<file path="config.mk">
export PLATFORM = sky130hd
export DESIGN_NAME = alu_arbiter_flat
export DESIGN_NICKNAME = d
export VERILOG_FILES = /design/src/rtl/alu_arbiter_if.sv /design/src/rtl/alu_arbiter.sv /design/src/flat_wrapper.sv
export SDC_FILE = /design/constraint.sdc
export NUM_CORES = 1
export LEC_CHECK = 0
export BUFFER_PORTS_ARGS = -buffer_cell sky130_fd_sc_hd__buf_2
export CORE_ASPECT_RATIO = 1.5
export CORE_UTILIZATION = 29
export CTS_CLUSTER_DIAMETER = 40
export DETAILED_ROUTE_END_ITERATION = 12
export PLACE_DENSITY_LB_ADDON = 0.15
export SLEW_MARGIN = 20
export SYNTH_ARGS = -nofsm -noshare
export SYNTH_HDL_FRONTEND = slang
export SYNTH_SLANG_ARGS = --single-unit
</file>
<file path="constraint.sdc">
create_clock -name clk -period 6.5 [get_ports clk]
set_input_delay 0.975 -clock clk [delete_from_list [all_inputs] [get_ports clk]]
set_output_delay 0.975 -clock clk [all_outputs]
set_load 0.02 [all_outputs]
</file>
<file path="src/rtl/alu_arbiter_if.sv">
// Requester/response bundle for alu_arbiter: two operand ports in, one ID-tagged response out.
// The master side is the requester pair, the slave side is the arbiter.
interface alu_arbiter_if #(parameter int DW = 32);
  logic [1:0]    req_valid;
  logic [1:0]    req_ready;
  logic [DW-1:0] req_A0, req_B0;
  logic [3:0]    req_op0;
  logic [DW-1:0] req_A1, req_B1;
  logic [3:0]    req_op1;
  logic          rsp_valid;
  logic          rsp_ready;
  logic          rsp_id;
  logic [DW-1:0] rsp_dout;
  logic          rsp_zero;
  logic          rsp_err;

  modport master (
    output req_valid, req_A0, req_B0, req_op0, req_A1, req_B1, req_op1, rsp_ready,
    input  req_ready, rsp_valid, rsp_id, rsp_dout, rsp_zero, rsp_err
  );

  modport slave (
    input  req_valid, req_A0, req_B0, req_op0, req_A1, req_B1, req_op1, rsp_ready,
    output req_ready, rsp_valid, rsp_id, rsp_dout, rsp_zero, rsp_err
  );
endinterface

</file>
<file path="src/rtl/alu_arbiter.sv">
// Round-robin sharing of one combinational ALU between two requesters, one op in flight.
// Optional ALU_ARB_OPCHECK_EN: illegal opcodes are masked to 0000 and reported via rsp_err.
module alu_arbiter #(
  parameter int DW = 32,
  parameter int CW = 16
) (
  input  logic          clk,
  input  logic          rst,
  alu_arbiter_if.slave  bus,
  output logic [DW-1:0] alu_A,
  output logic [DW-1:0] alu_B,
  output logic [3:0]    alu_op,
  input  logic [DW-1:0] alu_dout,
  input  logic          alu_zero,
  output logic          busy,
  output logic [CW-1:0] op_count
);

  localparam logic [1:0] IDLE = 2'd0;
  localparam logic [1:0] EXEC = 2'd1;
  localparam logic [1:0] RESP = 2'd2;

  typedef struct packed {
    logic [DW-1:0] a;
    logic [DW-1:0] b;
    logic [3:0]    op;
  } req_t;

  logic [1:0]    state;
  logic          last_grant;
  logic          win;
  logic          fire;
  logic          sel_bad;
  logic          bad_q;
  logic [3:0]    sel_op;
  req_t [1:0]    req_in;
  req_t          sel;
  logic          rsp_id_q;
  logic [DW-1:0] rsp_dout_q;
  logic          rsp_zero_q;

  assign req_in[0] = {bus.req_A0, bus.req_B0, bus.req_op0};
  assign req_in[1] = {bus.req_A1, bus.req_B1, bus.req_op1};

  // On a tie the requester that did not win last time goes; otherwise the lone valid one.
  always_comb begin
    win = bus.req_valid[1];
    if (&bus.req_valid) win = ~last_grant;
  end

  assign sel  = req_in[win];
  assign fire = |(bus.req_valid & bus.req_ready);

  assign bus.req_ready = (state == IDLE && |bus.req_valid && !rst) ?
                         (win ? 2'b10 : 2'b01) : 2'b00;

`ifdef ALU_ARB_OPCHECK_EN
  logic err_q;

  function automatic logic op_legal(input logic [3:0] op);
    case (op)
      4'b0000, 4'b0001, 4'b0010, 4'b0110,
      4'b0111, 4'b1100, 4'b1101: op_legal = 1'b1;
      default:                   op_legal = 1'b0;
    endcase
  endfunction

  assign sel_bad     = ~op_legal(sel.op);
  assign bus.rsp_err = err_q;

  always_ff @(posedge clk or posedge rst) begin
    if (rst)                err_q <= 1'b0;
    else if (state == EXEC) err_q <= bad_q;
  end
`else
  assign sel_bad     = 1'b0;
  assign bus.rsp_err = 1'b0;
`endif

  // Illegal opcodes never reach the ALU; it sees a harmless AND instead.
  assign sel_op = sel_bad ? 4'b0000 : sel.op;

  always_ff @(posedge clk or posedge rst) begin
    if (rst) begin
      state      <= IDLE;
      last_grant <= 1'b1;
      alu_A      <= '0;
      alu_B      <= '0;
      alu_op     <= 4'b0000;
      bad_q      <= 1'b0;
      rsp_id_q   <= 1'b0;
      rsp_dout_q <= '0;
      rsp_zero_q <= 1'b0;
      op_count   <= '0;
    end else begin
      case (state)
        IDLE: if (fire) begin
          alu_A      <= sel.a;
          alu_B      <= sel.b;
          alu_op     <= sel_op;
          bad_q      <= sel_bad;
          rsp_id_q   <= win;
          last_grant <= win;
          state      <= EXEC;
        end
        EXEC: begin
          rsp_dout_q <= bad_q ? '0 : alu_dout;
          rsp_zero_q <= bad_q | alu_zero;
          state      <= RESP;
        end
        RESP: if (bus.rsp_ready) begin
          op_count <= op_count + 1'b1;
          alu_A    <= '0;
          alu_B    <= '0;
          alu_op   <= 4'b0000;
          state    <= IDLE;
        end
        default: state <= IDLE;
      endcase
    end
  end

  assign bus.rsp_valid = (state == RESP);
  assign bus.rsp_id    = rsp_id_q;
  assign bus.rsp_dout  = rsp_dout_q;
  assign bus.rsp_zero  = rsp_zero_q;
  assign busy          = (state != IDLE);

endmodule

</file>
<file path="src/flat_wrapper.sv">
// flat-port wrapper written by rule: the top's interface ports become plain ports
module alu_arbiter_flat 
#(
  parameter int DW = 32,
  parameter int CW = 16
)
  (clk, rst, alu_A, alu_B, alu_op, alu_dout, alu_zero, busy, op_count, bus_req_valid, bus_req_A0, bus_req_B0, bus_req_op0, bus_req_A1, bus_req_B1, bus_req_op1, bus_rsp_ready, bus_req_ready, bus_rsp_valid, bus_rsp_id, bus_rsp_dout, bus_rsp_zero, bus_rsp_err);
  alu_arbiter_if #(.DW(DW)) bus_i ();
  input  logic clk;
  input  logic rst;
  output logic [DW-1:0] alu_A;
  output logic [DW-1:0] alu_B;
  output logic [3:0] alu_op;
  input  logic [DW-1:0] alu_dout;
  input  logic alu_zero;
  output logic busy;
  output logic [CW-1:0] op_count;
  input wire logic [$bits(bus_i.req_valid)-1:0] bus_req_valid;
  input wire logic [$bits(bus_i.req_A0)-1:0] bus_req_A0;
  input wire logic [$bits(bus_i.req_B0)-1:0] bus_req_B0;
  input wire logic [$bits(bus_i.req_op0)-1:0] bus_req_op0;
  input wire logic [$bits(bus_i.req_A1)-1:0] bus_req_A1;
  input wire logic [$bits(bus_i.req_B1)-1:0] bus_req_B1;
  input wire logic [$bits(bus_i.req_op1)-1:0] bus_req_op1;
  input wire logic [$bits(bus_i.rsp_ready)-1:0] bus_rsp_ready;
  output wire logic [$bits(bus_i.req_ready)-1:0] bus_req_ready;
  output wire logic [$bits(bus_i.rsp_valid)-1:0] bus_rsp_valid;
  output wire logic [$bits(bus_i.rsp_id)-1:0] bus_rsp_id;
  output wire logic [$bits(bus_i.rsp_dout)-1:0] bus_rsp_dout;
  output wire logic [$bits(bus_i.rsp_zero)-1:0] bus_rsp_zero;
  output wire logic [$bits(bus_i.rsp_err)-1:0] bus_rsp_err;
  assign bus_i.req_valid = bus_req_valid;
  assign bus_i.req_A0 = bus_req_A0;
  assign bus_i.req_B0 = bus_req_B0;
  assign bus_i.req_op0 = bus_req_op0;
  assign bus_i.req_A1 = bus_req_A1;
  assign bus_i.req_B1 = bus_req_B1;
  assign bus_i.req_op1 = bus_req_op1;
  assign bus_i.rsp_ready = bus_rsp_ready;
  assign bus_req_ready = bus_i.req_ready;
  assign bus_rsp_valid = bus_i.rsp_valid;
  assign bus_rsp_id = bus_i.rsp_id;
  assign bus_rsp_dout = bus_i.rsp_dout;
  assign bus_rsp_zero = bus_i.rsp_zero;
  assign bus_rsp_err = bus_i.rsp_err;
  alu_arbiter #(.DW(DW), .CW(CW)) u_core (.clk(clk), .rst(rst), .bus(bus_i), .alu_A(alu_A), .alu_B(alu_B), .alu_op(alu_op), .alu_dout(alu_dout), .alu_zero(alu_zero), .busy(busy), .op_count(op_count));
endmodule
</file>
==> impl_metrics.tcl, run 1 <==
set metrics [dict create \
    outcome "finished clean" \
    fmax_mhz 303 \
    cp.required_ns 5.52 \
    drc_errors 0 \
    dieWidth_um 113 \
    io_pins 297 \
    place_inst 934 \
    highest_layer "met4" \
    syn_inst 452 \
    grt_overflow_total 0 \
    dieArea_um2 18900 \
    antenna_left 0 \
    diodes 0 \
    dpl.hpwl_um 10700 \
    clockBufferDepth 2 \
    layout.nets 911 \
    cp.arrival_ns 2.33 \
    yosysSeqAreaShare_pct 56.8 \
    layoutNonFillerInstCount 966 \
    num_vias 4444 \
    cts_sinks 121 \
    post-route-period-util_pct 50.8 \
    numPortBuffers 295 \
    synth_edf_count 0 \
    setup.worst_path.end_class "primary output" \
    grt_usage_pct 16.0 \
    synthArstFlopShare_pct 100 \
    startpoint_type "input port" \
    core_um2 17900 \
    wl_per_cell_um 15.2 \
    syn_area_um2 5330 \
    period_needed_ns 3.30 \
    peakVddDrop_uv 167 \
    multiInputGateArea_um2 2140 \
    clk_pin_slew_ns 0.06 \
    tightest_slew_ns 0.987 \
    dr_wl_met2_um 7480 \
    post-cts-setup-buffers 0 \
    wl_met3_um 1260 \
    cts-resized-gates 0 \
    cts_tree "built" \
    die_h_um 168 \
    rows 60 \
    regArea_um2 3030 \
    gp_congestion 0.748 \
    powerDensity_nw_per_um2 448 \
    synth_seq_cells 121 \
    area_delta_synth_final_pct 41.2 \
    p_total_w 0.00337 \
    cap_violations 0 \
    ys_warn_count 0 \
    cts_max_level 4 \
    cts_hold_repair.buffers 0 \
    drt_iter0_drc 138 \
    drt_wl_total_um 14700 \
    grt_pass1_wl_um 23300 \
    antenna_found_initial 0 \
    synth_commonest_cells "dfrtp_1 (120), nand3_1 (73), o21ai_1 (69)" \
    slew_headroom_pct 34.2 \
    synth_flop_cell "dfrtp_1" \
    drt-pass1-iter-count 4 \
    grt_pass1_vias 4498 \
    cts_root_buf "clkbuf_16" \
    synth_nets 627 \
    dp_slack_ns 3.20 \
    vias_per_cell 4.60 \
    yosysMostFrequentCell "dfrtp_1" \
    hp-class "flop to flop" \
    m1WireLength_um 5720 \
    synth_top_area_cell "dfrtp_1" \
    synth.distinct_cells 31 \
    clock_latency_ns 0.42 \
    start_util_pct 29.7 \
    finalClockSkew_ns 0.00758 \
    ys_top_cells_by_area "dfrtp_1 (56%), mux2i_1 (13%), mux2_2 (7.0%)" \
    post_route_cells_drive_above_1_share_pct 49.3 \
    worst_slack_ns 3.20 \
    slew_viol_final 0 \
    cts_buffers 17 \
    syn_avg_cell_area_um2 11.8 \
    grt_setup_unrepaired "false" \
    fillCellCount 1728 \
    finalHoldViolCount 0 \
    setup_tns_ns 0 \
    worstPathMaxFanout 20 \
    path_class "input port to primary output" \
    setup_viol 0 \
    p_leak_nw 3.95 \
    grt_max_degree 105 \
    netlist.area_leader.share_pct 56.3 \
]
cell families after synthesis:
group                      share of synthesized area, %
buffers and inverters                              3.54
muxes                                              19.7
other                                            0.0703
and+or+nand+nor                                    10.1
xor gates and xnor gates                           2.46
DFF                                                56.8
adders and majority gates                         0.235
AOI/OAI and AO/OA                                  6.99
worst max-delay path, cell delays in order:
cell      delay (ns)
buf_2           0.14
a21boi_4        0.65
nor2b_1         0.33
buf_2           0.23
layout by cell type (no fill, tap or decap), drive strengths merged, types with 2 or more instances in the layout:
master,instances
clkinv,4
and2,2
clkinvlp,3
xnor2,13
xor2,2
mux2i,68
nand2,10
nand3,73
and4,3
nand4,3
mux2,33
nor3,3
o21ai,70
buf,301
inv,3
clkbuf,24
nand2b,2
a21o,2
dfrtp,120
stage by stage:
step | hold WS, ns | area [um2] | util (%)
after floorplan | 0.494 | 5330 | -
after global placement | 0.461 | 6970 | 38.9
after detailed placement | 0.469 | 6970 | 38.9
after CTS | 0.476 | 7530 | 41.9
after global routing | 0.499 | 7530 | 41.9
final | 0.474 | 7530 | 41.9
worst paths after layout:
check / slack (ns) / to / cells after the start / start
setup / recovery: 3.20 / bus_req_ready[1] / 4 / bus_req_valid[0]
hold / removal: 0.47 / u_core.op_count[15] / 1 / u_core.op_count[15]
setup reg to reg: 4.08 / u_core.alu_A[29] / 4 / u_core.last_grant
hold reg to reg: 0.47 / u_core.op_count[15] / 1 / u_core.op_count[15]
max in group asynchronous: 4.47 / u_core.alu_A[17] / 3 / rst
min in group asynchronous: 0.73 / u_core.bus.rsp_dout[2] / 2 / rst
layout make-up:
type / count / share of cell area (%)
Clock buffer: 24 / 6.40
Multi-Input combinational cell: 292 / 28.4
Sequential cell: 121 / 40.2
Tap cell: 217 / 3.61
Clock inverter: 8 / 0.964
Inverter: 3 / 0.183
Timing Repair Buffer: 301 / 20.2
where the power goes:
group	leakage [nW]	switching [W]	internal [W]
registers	1.51	0.000160	0.00105
clock network	0.266	0.000333	0.000553
logic	2.17	0.000793	0.000480
registers in the layout (all words and copies together) (netlist names):
register	cells
u_core.alu_A	32
u_core.alu_B	32
u_core.bus.rsp_dout	32
u_core.op_count	16
u_core.alu_op	4
u_core.state	2
u_core.bus.rsp_id	1
u_core.bus.rsp_zero	1
u_core.last_grant	1
per-layer routing:
layer | track usage, % | vias to the layer above
met5 | 0 | -
met4 | 6.96 | 0
met3 | 5.47 | 17
met2 | 27.7 | 205
met1 | 17.8 | 2049
li1 | - | 2173
No activity file was read; power rests on OpenSTA's default activity.
==> inputs of run 2 (changes only) <==
clock period = 3 ns   (was 6.5 ns; I/O delays follow)
==> run 2 against run 1 <==
  * Sequential share of layout area shrank 0.68 points
  * Utilization up 0.73 points
  * Die area stayed put
  * Worst hold slack lost 0.21 ns
  * Highest routed layer is now met5
  * Global-route usage is 0.28 points lower
  * Register-to-register slack worse by 2.8 ns
  * Critical path depth rose by 1
  * First-iteration DRC count decreased by 9.4%
  * Non-clock buffer count increased by 4
  * Sequential power rose by 120%
==> impl_metrics.tcl, run 2 (synthesis gave the netlist of run 1 again) <==
set metrics [dict create \
    outcome "finished clean" \
    final_common_cell "buf_2" \
    rrSetupSlack_ns 1.25 \
    diodes 0 \
    tightest_slew_ns 0.943 \
    cts_root_buf "clkbuf_16" \
    drt_iter0_drc 125 \
    cts-resized-gates 0 \
    layout.nets 915 \
    period_needed_ns 2.39 \
    dieWidth_um 113 \
    antenna_found_initial 2 \
    post-route-period-util_pct 79.5 \
    worst_path_max_delay_cell "dfrtp_1" \
    grt_overflow_total 0 \
    worstPathMaxFanout 43 \
    crit_path_cell_trace "nor3_1 -> o21ai_4 -> buf_4 -> nor2_1 -> buf_2" \
    rows 60 \
    finalClockSkew_ns 0.00969 \
    io_pins 297 \
    finalHoldViolCount 0 \
    drt-pass1-iter-count 4 \
    cp.arrival_ns 1.94 \
    post-cts-setup-buffers 0 \
    cts_max_level 4 \
    area_delta_synth_final_pct 43.6 \
    hp-class "input port to asynchronous set/reset pin" \
    cts_hold_repair.buffers 0 \
    startpoint_type "flop" \
    dieArea_um2 18900 \
    drc_errors 0 \
    cts_buffers 17 \
    setup_viol 0 \
    grt_pass1_vias 4619 \
    clock_latency_ns 0.41 \
    path_class "flop to primary output" \
    cp.required_ns 2.55 \
    peakVddDrop_uv 345 \
    clockBufferDepth 2 \
    antenna_left 0 \
    powerDensity_nw_per_um2 990 \
    grt_pass1_wl_um 23000 \
    cts_sinks 121 \
    wl_per_cell_um 14.8 \
    utilization_pct 42.7 \
    start_util_pct 29.7 \
    setup_tns_ns 0 \
    num_vias 4461 \
    setup.worst_path.end_class "primary output" \
    numPortBuffers 295 \
    slew_viol_final 0 \
    die_h_um 168 \
    grt_max_degree 75 \
    final_cell_mix "buf_2 (295), dfrtp_1 (120), nand3_1 (73), mux2i_1 (68), o21ai_1 (68)" \
    slew_headroom_pct 37.1 \
    drt_wl_total_um 14400 \
    cap_violations 0 \
    fmax_mhz 419 \
    slowest_delay_ns 0.41 \
    dpl.hpwl_um 10800 \
    grt_usage_pct 15.7 \
    core_um2 17900 \
    cts_tree "built" \
    clk_pin_slew_ns 0.05 \
    gp_congestion 0.735 \
    p_leak_nw 4.01 \
    post_route_cells_drive_above_1_share_pct 49.9 \
    vias_per_cell 4.60 \
    grt_setup_unrepaired "false" \
]
run 2: cell count changes in the layout (fill, tap and decap cells not counted):
cell and delta:
buf_12 +1, clkbuf_1 -3, clkinv_4 +1, inv_4 -1, clkinv_2 -1, buf_4 +3
inv_6 +1, bufinv_16 +4, clkbuf_8 -2
run 2: final cells by class:
| class | count | area (um2) |
|---|---|---|
| sequential | 121 | 3030 |
| fill | 1743 | 10300 |
| timing repair buffer | 305 | 1560 |
| inverter | 3 | 15.0 |
| tap | 217 | 272 |
| clock inverter | 12 | 198 |
| clock buffer | 19 | 443 |
| multi-input combinational | 292 | 2140 |
run 2: routing by layer:
| layer | track usage, % | part of all wire [%] |
|---|---|---|
| met1 | 17.3 | 40 |
| met2 | 27.9 | 51 |
| met3 | 5.62 | 7.8 |
| met4 | 5.16 | 1.1 |
| met5 | 0 | 0.16 |
run 2: worst max-delay path, delay by kind of cell (launching register included):
family / cells / cell delay (ns)
buffers and inverters: 2 / 0.45
and+or+nand+nor: 2 / 0.55
DFF: 1 / 0.41
AOI/OAI and AO/OA: 1 / 0.13
run 2: metrics by stage:
stage | hold slack [ns] | std cells | area [um2] | setup WS [ns] | total power (W)
after detailed placement | 0.464 | 938 | 7020 | 0.891 | 0.00546
after CTS | 0.255 | 969 | 7660 | 0.573 | 0.00771
final | 0.268 | 969 | 7660 | 0.614 | 0.00758
after global placement | 0.463 | 938 | 7020 | 0.895 | 0.00541
after floorplan | 0.494 | 452 | 5340 | 1.07 | 0.00439
after global routing | 0.259 | 969 | 7660 | 0.460 | 0.00806
run 2: report_power, final:
group / internal [W] / total [W] / switching, W
Combinational: 0.00105 / 0.00275 / 0.00170
Sequential: 0.00228 / 0.00262 / 0.000341
Clock: 0.00149 / 0.00221 / 0.000719
Total: 0.00482 / 0.00758 / 0.00276
run 2: path summary, 6_finish.rpt:
kind / end / start / cells after the start
max reg2reg: u_core.op_count[8] / u_core.state[0] / 5
min: u_core.bus.rsp_dout[11] / rst / 3
max in group asynchronous: u_core.op_count[4] / rst / 3
min in group clk: u_core.state[1] / bus_rsp_ready / 2
min reg2reg: u_core.op_count[15] / u_core.op_count[15] / 1
max: bus_req_ready[0] / u_core.state[1] / 5
